--- src/rtl/uart_rx_ctrl_if.sv ---
// Bus-side interface of the UART RX controller: MIPS data-bus strobes, read data and interrupt.
// master = CPU/bus side, slave = the controller.
interface uart_rx_ctrl_if;
  logic [31:0] addr_i;
  logic        rd_en_i;
  logic        wr_en_i;
  logic [31:0] wdata_i;
  logic [31:0] rdata_o;
  logic        irq_o;

  modport master (output addr_i, rd_en_i, wr_en_i, wdata_i, input rdata_o, irq_o);
  modport slave  (input addr_i, rd_en_i, wr_en_i, wdata_i, output rdata_o, irq_o);
endinterface

--- src/rtl/uart_rx_ctrl.sv ---
// UART RX controller: receiver flag handshake, byte FIFO, data/status/control registers, level irq.
// Optional idle timeout flag is built only when UART_RX_CTRL_TIMEOUT_EN is defined.
module uart_rx_ctrl #(
  parameter int          NBIT           = 8,
  parameter int          DEPTH          = 4,
  parameter logic [31:0] BASE_ADDR      = 32'h10010028,
  parameter int          TIMEOUT_CYCLES = 52080
) (
  input  logic            clk,
  input  logic            reset,
  input  logic            rx_flag_i,
  input  logic [NBIT-1:0] rx_data_i,
  output logic            clr_rx_flag_o,
  uart_rx_ctrl_if.slave   bus
);
  localparam int AW = $clog2(DEPTH);
  localparam int CW = AW + 1;

  typedef enum logic [1:0] {WAIT_FLAG, CAPTURE, CLEAR, WAIT_DROP} state_e;

  state_e state_q;
  logic   clr_q;

  // Clear output is registered: it is low exactly while the FSM sits in CLEAR.
  always_ff @(posedge clk) begin
    if (reset) begin
      state_q <= WAIT_FLAG;
      clr_q   <= 1'b1;
    end else begin
      clr_q <= 1'b1;
      case (state_q)
        WAIT_FLAG: if (rx_flag_i) state_q <= CAPTURE;
        CAPTURE: begin
          state_q <= CLEAR;
          clr_q   <= 1'b0;
        end
        CLEAR:     state_q <= WAIT_DROP;
        WAIT_DROP: begin
          if (rx_flag_i) begin
            state_q <= CLEAR;
            clr_q   <= 1'b0;
          end else begin
            state_q <= WAIT_FLAG;
          end
        end
        default:   state_q <= WAIT_FLAG;
      endcase
    end
  end

  logic [NBIT-1:0] mem_q [DEPTH];
  logic [AW-1:0]   wptr_q, wptr_d, rptr_q, rptr_d;
  logic [CW-1:0]   count_q, count_d;
  logic            overrun_q, overrun_d;
  logic            irq_en_q, irq_en_d;
  logic            irq_q, irq_d;
  logic [31:0]     rdata_q, rdata_d;
  logic            timeout_q;

  logic sel_data, sel_stat, sel_ctrl, rd_op, wr_ctrl;
  logic empty, full, pop, flush, push_req, push, ovr_set;
  logic [31:0] data_word, stat_word, ctrl_word;

  assign sel_data = (bus.addr_i == BASE_ADDR);
  assign sel_stat = (bus.addr_i == BASE_ADDR + 32'd4);
  assign sel_ctrl = (bus.addr_i == BASE_ADDR + 32'd8);
  // A write wins over a simultaneous read, so such a read never pops.
  assign rd_op    = bus.rd_en_i & ~bus.wr_en_i;
  assign wr_ctrl  = bus.wr_en_i & sel_ctrl;

  assign empty    = (count_q == '0);
  assign full     = (count_q == CW'(DEPTH));
  assign pop      = rd_op & sel_data & ~empty;
  assign flush    = wr_ctrl & bus.wdata_i[1];
  assign push_req = (state_q == CAPTURE);
  assign push     = push_req & ~flush & (~full | pop);
  assign ovr_set  = push_req & ~flush & full & ~pop;

  always_comb begin
    data_word = '0;
    if (!empty) begin
      data_word[31]         = 1'b1;
      data_word[NBIT-1:0]   = mem_q[rptr_q];
    end
    stat_word             = '0;
    stat_word[0]          = ~empty;
    stat_word[1]          = full;
    stat_word[2]          = overrun_q;
    stat_word[3]          = timeout_q;
    stat_word[8 +: CW]    = count_q;
    ctrl_word             = '0;
    ctrl_word[0]          = irq_en_q;
  end

  always_comb begin
    wptr_d    = wptr_q;
    rptr_d    = rptr_q;
    count_d   = count_q;
    overrun_d = overrun_q;
    irq_en_d  = irq_en_q;
    rdata_d   = rdata_q;
    if (push) wptr_d = wptr_q + 1'b1;
    if (pop)  rptr_d = rptr_q + 1'b1;
    case ({push, pop})
      2'b10:   count_d = count_q + 1'b1;
      2'b01:   count_d = count_q - 1'b1;
      default: count_d = count_q;
    endcase
    if (flush) begin
      wptr_d  = '0;
      rptr_d  = '0;
      count_d = '0;
    end
    if (wr_ctrl) begin
      irq_en_d = bus.wdata_i[0];
      if (bus.wdata_i[2]) overrun_d = 1'b0;
    end
    if (ovr_set) overrun_d = 1'b1;
    if (bus.rd_en_i) begin
      if (bus.wr_en_i)   rdata_d = '0;
      else if (sel_data) rdata_d = data_word;
      else if (sel_stat) rdata_d = stat_word;
      else if (sel_ctrl) rdata_d = ctrl_word;
      else               rdata_d = '0;
    end
    irq_d = irq_en_q & (~empty | overrun_q | timeout_q);
  end

  always_ff @(posedge clk) begin
    if (reset) begin
      wptr_q    <= '0;
      rptr_q    <= '0;
      count_q   <= '0;
      overrun_q <= 1'b0;
      irq_en_q  <= 1'b0;
      irq_q     <= 1'b0;
      rdata_q   <= '0;
    end else begin
      wptr_q    <= wptr_d;
      rptr_q    <= rptr_d;
      count_q   <= count_d;
      overrun_q <= overrun_d;
      irq_en_q  <= irq_en_d;
      irq_q     <= irq_d;
      rdata_q   <= rdata_d;
    end
  end

  always_ff @(posedge clk) begin
    if (push) mem_q[wptr_q] <= rx_data_i;
  end

`ifdef UART_RX_CTRL_TIMEOUT_EN
  localparam int TW = $clog2(TIMEOUT_CYCLES + 1);
  logic [TW-1:0] idle_q, idle_d;
  logic          timeout_d;

  // Flag is set only on the step that reaches the limit, so a clear sticks while saturated.
  always_comb begin
    idle_d    = idle_q;
    timeout_d = timeout_q;
    if (push | pop | flush | empty)            idle_d = '0;
    else if (idle_q != TW'(TIMEOUT_CYCLES))    idle_d = idle_q + 1'b1;
    if (wr_ctrl & bus.wdata_i[3])              timeout_d = 1'b0;
    if (idle_d == TW'(TIMEOUT_CYCLES) && idle_q != TW'(TIMEOUT_CYCLES)) timeout_d = 1'b1;
  end

  always_ff @(posedge clk) begin
    if (reset) begin
      idle_q    <= '0;
      timeout_q <= 1'b0;
    end else begin
      idle_q    <= idle_d;
      timeout_q <= timeout_d;
    end
  end
`else
  logic unused_timeout;
  assign timeout_q      = 1'b0;
  assign unused_timeout = bus.wdata_i[3] ^ (TIMEOUT_CYCLES != 0);
`endif

  logic unused_wdata;
  assign unused_wdata  = ^bus.wdata_i[31:4];

  assign clr_rx_flag_o = clr_q;
  assign bus.rdata_o   = rdata_q;
  assign bus.irq_o     = irq_q;
endmodule

--- src/flat_wrapper.sv ---
// flat-port wrapper written by rule: the top's interface ports become plain ports
module uart_rx_ctrl_flat 
#(
  parameter int          NBIT           = 8,
  parameter int          DEPTH          = 4,
  parameter logic [31:0] BASE_ADDR      = 32'h10010028,
  parameter int          TIMEOUT_CYCLES = 52080
)
  (clk, reset, rx_flag_i, rx_data_i, clr_rx_flag_o, bus_addr_i, bus_rd_en_i, bus_wr_en_i, bus_wdata_i, bus_rdata_o, bus_irq_o);
  uart_rx_ctrl_if bus_i ();
  input  logic clk;
  input  logic reset;
  input  logic rx_flag_i;
  input  logic [NBIT-1:0] rx_data_i;
  output logic clr_rx_flag_o;
  input wire logic [$bits(bus_i.addr_i)-1:0] bus_addr_i;
  input wire logic [$bits(bus_i.rd_en_i)-1:0] bus_rd_en_i;
  input wire logic [$bits(bus_i.wr_en_i)-1:0] bus_wr_en_i;
  input wire logic [$bits(bus_i.wdata_i)-1:0] bus_wdata_i;
  output wire logic [$bits(bus_i.rdata_o)-1:0] bus_rdata_o;
  output wire logic [$bits(bus_i.irq_o)-1:0] bus_irq_o;
  assign bus_i.addr_i = bus_addr_i;
  assign bus_i.rd_en_i = bus_rd_en_i;
  assign bus_i.wr_en_i = bus_wr_en_i;
  assign bus_i.wdata_i = bus_wdata_i;
  assign bus_rdata_o = bus_i.rdata_o;
  assign bus_irq_o = bus_i.irq_o;
  uart_rx_ctrl #(.NBIT(NBIT), .DEPTH(DEPTH), .BASE_ADDR(BASE_ADDR), .TIMEOUT_CYCLES(TIMEOUT_CYCLES)) u_core (.clk(clk), .reset(reset), .rx_flag_i(rx_flag_i), .rx_data_i(rx_data_i), .clr_rx_flag_o(clr_rx_flag_o), .bus(bus_i));
endmodule
--- config.mk ---
export PLATFORM = sky130hd
export DESIGN_NAME = uart_rx_ctrl_flat
export DESIGN_NICKNAME = d
export VERILOG_FILES = /design/src/rtl/uart_rx_ctrl_if.sv /design/src/rtl/uart_rx_ctrl.sv /design/src/flat_wrapper.sv
export SDC_FILE = /design/constraint.sdc
export NUM_CORES = 1
export LEC_CHECK = 0
export ABC_AREA = 1
export CAP_MARGIN = 15
export CORE_MARGIN = 5
export CORE_UTILIZATION = 44
export DETAILED_ROUTE_END_ITERATION = 7
export PLACE_DENSITY = 0.81
export SYNTH_ARGS = -nofsm -noshare
export SYNTH_HDL_FRONTEND = slang
export SYNTH_SLANG_ARGS = --single-unit
--- constraint.sdc ---
create_clock -name clk -period 2.9 [get_ports clk]
set_input_delay 0.87 -clock clk [delete_from_list [all_inputs] [get_ports clk]]
set_output_delay 0.87 -clock clk [all_outputs]
set_load 0.1 [all_outputs]
==> results.yml, run 1 <==
clock_network:
  cts_buffers: 9
  cts_tree: "done"
  htree_levels: 3
  clk_pin_slew_worst_paths_ns: 0.06
  cts_root_buf: "clkbuf_8"
  insertion_delay_ns: 0.33
  cts_buffer_depth: 2
  post_cts_buffers: 0
  cts_resized: 0
  holdBufCountCts: 0
  clkSinkCount: 59
synth:
  ys_seq_elements: 59
  synth_warnings: 0
  synth.area.top_cells: "edfxtp_1, dfxtp_1, nand2_1, nor2_1, buf_4"
  synth_cell_type_count: 30
  yosysTopAreaCell: "edfxtp_1"
  syn-cell-area_sq_mm: 0.00286
  syn_avg_cell_area_sq_um: 8.69
  seq_area_frac_synth_pct: 52.5
  yosys.area.top_type_share_pct: 33.6
  syn_inst: 329
floorplanning:
  rows: 29
  pin_count: 111
  die_w_um: 90.6
  die-area_sq_mm: 0.00821
  core-area_sq_mm: 0.00635
  die_h_um: 90.6
  start_util_pct: 45.0
hold_path:
  hp-class: "flip-flop to flip-flop"
power_and_ir_drop:
  peakVddDrop_v: 0.000409
  leakagePower_nw: 1.47
  powerDensity_mw_per_mm2: 520
finish:
  drive_gt1_share_pct: 14.1
  nets: 487
  final_common_cell: "nand2_1"
  final_util_pct: 58.4
  insertedDiodeCount: 0
  multi_input_area_sq_mm: 0.00110
  syn2layout_area_growth_pct: 29.9
  fill_cells: 541
  regArea_sq_mm: 0.00150
  mostFrequentLayoutCells: "nand2_1, nor2_1, clkdlybuf4s50_1"
placed_design:
  dpl.hpwl_um: 4610
  place_congestion: 0.761
  port-buffer-count: 61
grt:
  grt_pass1_wl_um: 10000
  grt_pass1_vias: 2287
  grt_max_degree: 18
  antenna_found_initial: 0
  gr-total-overflow: 0
  grt_use_total_pct: 15.0
job:
  maxCapViolations: 0
timing:
  maxSlewViolCount: 0
  min_period_over_period_pct: 88.9
  rsz0062_at_grt: "no"
  hold_viol: 0
  slew_headroom_pct: 65.0
  max_freq_mhz: 388
  clock_skew_ns: 0.00720
  setup_viol: 0
  tns_ns: 0
  period_minus_slack_ns: 2.58
  tightestPinTransition_ns: 0.525
worst_setup_path:
  worstPathRequired_ns: 2.94
  critical_path_class: "input port to flip-flop"
  arrival_ns: 2.62
  critPathMaxFanout: 8
  endpoint_kind: "flip-flop"
  worstSetupStartpointType: "input port"
detailed_routing:
  post_drt_wl_per_cell_um: 12.3
  num_vias: 2325
  drc: 0
  wl_um: 5970
  drtAntennaViolNets: 0
  first_pass_iters: 4
  viasPerCell: 4.77
  drt_iter0_drc: 110
status:
  run_status: "completed"
==> worst max-delay path: stages <==
cell,delay [ns]
clkdlybuf4s50_1,0.46
inv_1,0.05
nor2_1,0.08
nand2_1,0.05
nor2_1,0.09
nand2_1,0.12
inv_1,0.13
nand3_4,0.13
nand2_1,0.08
inv_1,0.07
nor2_4,0.10
inv_2,0.07
nor2_1,0.10
buf_4,0.19
==> path summary, 6_finish.rpt <==
kind / endpoint / cells past startpoint / slack, ns / startpoint
max: u_core.mem_q[2][0]$_DFFE_PP_ / 14 / 0.32 / bus_addr_i[16]
min reg2reg: u_core.clr_rx_flag_o$_SDFF_PP1_ / 1 / 0.45 / u_core.state_q[0]$_SDFFE_PP0P_
max reg2reg: u_core.count_q[2]$_SDFFE_PP0P_ / 12 / 0.94 / u_core.count_q[0]$_SDFFE_PP0P_
min: u_core.clr_rx_flag_o$_SDFF_PP1_ / 1 / 0.45 / u_core.state_q[0]$_SDFFE_PP0P_
==> metrics by stage <==
step	total power (W)	cells	worst slack (ns)	cell area, sq um	hold WS [ns]
after floorplan	0.00113	348	0.401	2930	0.408
after global placement	0.00120	471	0.00907	3510	0.414
after global routing	0.00201	487	0.164	3710	0.478
final	0.00193	487	0.321	3710	0.449
after CTS	0.00195	487	0.301	3710	0.457
after detailed placement	0.00121	471	-0.0618	3510	0.440
==> power breakdown <==
part,internal (W),switching [W]
registers,0.000900,0.0000104
clock network,0.000402,0.000335
logic,0.0000887,0.000193
total,0.00139,0.000539
==> Yosys cell counts <==
library cell and count:
o311ai_0 1, buf_4 20, nor2_2 3, nand3_1 11, a21oi_1 19, inv_1 39, o211ai_1 2, a32o_1 1
ha_1 4, nand2_1 61, inv_4 1, nand4_1 2, fa_1 1, nor2_1 54, nand3_4 2, or2_1 1
a21oi_2 1, inv_2 1, nand2_4 2, a211oi_1 2, conb_1 1, o22ai_1 7, dfxtp_1 27, nand2_2 2
o21ai_0 16, nor3_1 5, nor2_4 4, nand4_2 1, edfxtp_1 32, clkbuf_1 6
==> cell type report <==
class	count	area share (%)
clock buffers	9	3.34
clock inverters	7	2.06
inverters	41	4.21
multi-input cells	222	29.6
flip-flops and latches	59	40.5
well taps	77	2.60
repair buffers	72	17.7
==> sequential cells by signal, indices dropped and copies added, names as in the netlist, named ones only <==
| register | count |
|---|---|
| u_core.bus.irq_o | 1 |
| u_core.bus.rdata_o | 12 |
| u_core.clr_rx_flag_o | 1 |
| u_core.count_q | 3 |
| u_core.irq_en_q | 1 |
| u_core.mem_q | 32 |
| u_core.overrun_q | 1 |
| u_core.rptr_q | 2 |
| u_core.state_q | 2 |
| u_core.wptr_q | 2 |
==> cell families after synthesis <==
group                      share of synthesized area, %
and+or+nand+nor                                    23.7
buffers and inverters                              11.5
adders and majority gates                          2.45
AOI/OAI and AO/OA                                  9.68
DFF                                                52.5
other                                             0.131
==> per-layer routing <==
layer / up-vias / share of wire, % / wire length, um / global-route usage (%)
met3: 10 / 7.0 / 416 / 4.75
met1: 1056 / 42 / 2490 / 16.6
met4: 0 / 1.8 / 105 / 8.06
li1: 1190 / - / - / -
met2: 69 / 49 / 2950 / 25.4
met5: - / 0 / 0 / 0
Note: power is estimated with default switching activity, not from simulation.
==> run 2, diff against run 1 <==
--- a/config.mk
+++ b/config.mk
@@ -10,7 +10,7 @@
 export CORE_MARGIN = 5
 export CORE_UTILIZATION = 44
 export DETAILED_ROUTE_END_ITERATION = 7
-export PLACE_DENSITY = 0.81
+export PLACE_DENSITY_LB_ADDON = 0.25
 export SYNTH_ARGS = -nofsm -noshare
 export SYNTH_HDL_FRONTEND = slang
 export SYNTH_SLANG_ARGS = --single-unit
==> run 2 against run 1 <==
  * Non-clock buffer count grew 8
  * Register-to-register slack is essentially flat
  * First-iteration DRC count is 8.2% higher
  * Core utilization grew 0.71 points
  * Die area unchanged
  * Largest power group unchanged
==> results.yml, run 2 (synthesis results as in run 1) <==
status:
  run_status: "completed"
job:
  maxCapViolations: 0
power_and_ir_drop:
  peakVddDrop_v: 0.000393
  leakagePower_nw: 1.50
  share_seq_of_total_power_pct: 48.2
  p_sw_w: 0.000505
  pwr-share-clk_pct: 36.5
  p_int_w: 0.00138
  netSwitchingFraction_pct: 26.8
  pwr-share-comb_pct: 15.2
  powerDensity_mw_per_mm2: 502
clock_network:
  clkSinkCount: 59
  htree_levels: 3
  cts_buffers: 9
  cts_tree: "done"
  cts_resized: 0
  holdBufCountCts: 0
  cts_root_buf: "clkbuf_8"
  clk_pin_slew_worst_paths_ns: 0.07
  insertion_delay_ns: 0.33
  post_cts_buffers: 0
  cts_buffer_depth: 2
worst_setup_path:
  critPathSlowestCell: "clkdlybuf4s50_1"
  slowest_delay_ns: 0.46
  cp_top_family: "buffers and inverters"
  endpoint_kind: "flip-flop"
  path_depth: 14
  critPathBufInv: 6
  reg2regPathDepth: 12
  crit_start: "bus_addr_i[16]"
  worstPathCellList: "clkdlybuf4s50_1 -> inv_1 -> nor2_1 -> nand2_1 -> nor2_1 -> nand2_1 -> inv_1 -> nand3_4 -> nand2_1 -> inv_1 -> nor2_4 -> inv_2 -> nor2_1 -> buf_4"
  timing.rr.end: "u_core.count_q[2]$_SDFFE_PP0P_"
  reg2reg_from: "u_core.count_q[0]$_SDFFE_PP0P_"
  critical_path_class: "input port to flip-flop"
  endpoint: "u_core.mem_q[0][2]$_DFFE_PP_"
  worstSetupStartpointType: "input port"
  critPathMaxFanout: 5
  arrival_ns: 2.65
  r2r_slack_ns: 0.95
  worstPathRequired_ns: 2.94
timing:
  max_freq_mhz: 383
  tightestPinTransition_ns: 0.555
  clock_skew_ns: 0.00848
  maxSlewViolCount: 0
  layout_setup_ws_ns: 0.292
  period_minus_slack_ns: 2.61
  slew_headroom_pct: 63.0
  hold_viol: 0
  setup_viol: 0
  min_period_over_period_pct: 89.9
  whs_ns: 0.457
  rsz0062_at_grt: "no"
detailed_routing:
  first_pass_iters: 4
  drtAntennaViolNets: 0
  num_vias: 2330
  drc: 0
  viasPerCell: 4.71
  post_drt_wl_per_cell_um: 12.5
  wl_um: 6190
  drt_iter0_drc: 119
grt:
  grt_pass1_vias: 2175
  antenna_found_initial: 0
  grt_pass1_wl_um: 10100
  grt_max_degree: 18
  grt_use_total_pct: 15.3
  gr-total-overflow: 0
finish:
  nets: 495
  final_common_cell: "nand2_1"
  regArea_sq_mm: 0.00150
  insertedDiodeCount: 0
  regMostFlops: "u_core.mem_q"
  fill_cells: 564
  multi_input_area_sq_mm: 0.00110
  mostFrequentLayoutCells: "nand2_1, nor2_1, clkdlybuf4s50_1"
  syn2layout_area_growth_pct: 31.4
  drive_gt1_share_pct: 15.1
  final_util_pct: 59.2
  largest_reg_flops: 32
floorplanning:
  die_h_um: 90.6
  core-area_sq_mm: 0.00635
  die_w_um: 90.6
  rows: 29
  die-area_sq_mm: 0.00821
  start_util_pct: 45.0
  pin_count: 111
hold_path:
  hp-class: "flip-flop to flip-flop"
placed_design:
  pre_cts_ws_ns: -0.0380
  dpl.hpwl_um: 4760
  place_congestion: 0.815
  port-buffer-count: 61
==> run 2: changes by cell type in the layout (fill, tap and decap cells not counted) <==
cell / previous run / this run
clkinv_1: 0 / 2
clkbuf_1: 0 / 1
clkinv_4: 1 / 0
buf_4: 25 / 33
inv_6: 2 / 0
==> run 2: metrics by stage <==
| step | total power (W) | instances | setup TNS (ns) | area, sq um |
|---|---|---|---|---|
| after floorplan | 0.00113 | 348 | 0 | 2930 |
| after global placement | 0.00121 | 479 | -1.72 | 3570 |
| after detailed placement | 0.00121 | 479 | -0.815 | 3570 |
| after CTS | 0.00191 | 495 | 0 | 3760 |
| after global routing | 0.00197 | 495 | 0 | 3760 |
| final | 0.00189 | 495 | 0 | 3760 |
==> run 2: final cells by class <==
class	count	share of cell area [%]
Sequential cell	59	40.0
Tap cell	77	2.56
Inverter	41	4.16
Multi-Input combinational cell	222	29.2
Clock buffer	10	3.40
Timing Repair Buffer	80	19.1
Clock inverter	6	1.53
==> run 2: how the worst min path moves through the flow <==
stage,start,to,slack [ns],cells after the start
after floorplan,u_core.state_q[0]$_SDFFE_PP0P_,u_core.clr_rx_flag_o$_SDFF_PP1_,0.41,1
after global placement,u_core.state_q[0]$_SDFFE_PP0P_,u_core.clr_rx_flag_o$_SDFF_PP1_,0.43,1
after detailed placement,u_core.state_q[0]$_SDFFE_PP0P_,u_core.clr_rx_flag_o$_SDFF_PP1_,0.45,1
after CTS,u_core.state_q[0]$_SDFFE_PP0P_,u_core.clr_rx_flag_o$_SDFF_PP1_,0.46,1
after global routing,u_core.bus.rdata_o[3]$_SDFFE_PP0P_,u_core.bus.rdata_o[3]$_SDFFE_PP0P_,0.49,2
final,u_core.state_q[0]$_SDFFE_PP0P_,u_core.clr_rx_flag_o$_SDFF_PP1_,0.46,1
==> run 2: power groups by stage <==
stage	Combinational (W)	Clock, W	Sequential (W)
floorplan	0.000199	0	0.000932
global placement	0.000284	0	0.000928
detailed placement	0.000286	0	0.000928
CTS	0.000288	0.000713	0.000910
global route	0.000306	0.000751	0.000912
finish	0.000287	0.000690	0.000910
==> run 2: layer usage <==
metal | vias to the layer above | GRT usage, % | share of wire [%]
met5 | - | 0 | 0
met4 | 0 | 5.83 | 0.82
met3 | 5 | 5.83 | 9.9
met2 | 97 | 25.6 | 48
met1 | 1031 | 17.6 | 41
li1 | 1197 | - | -
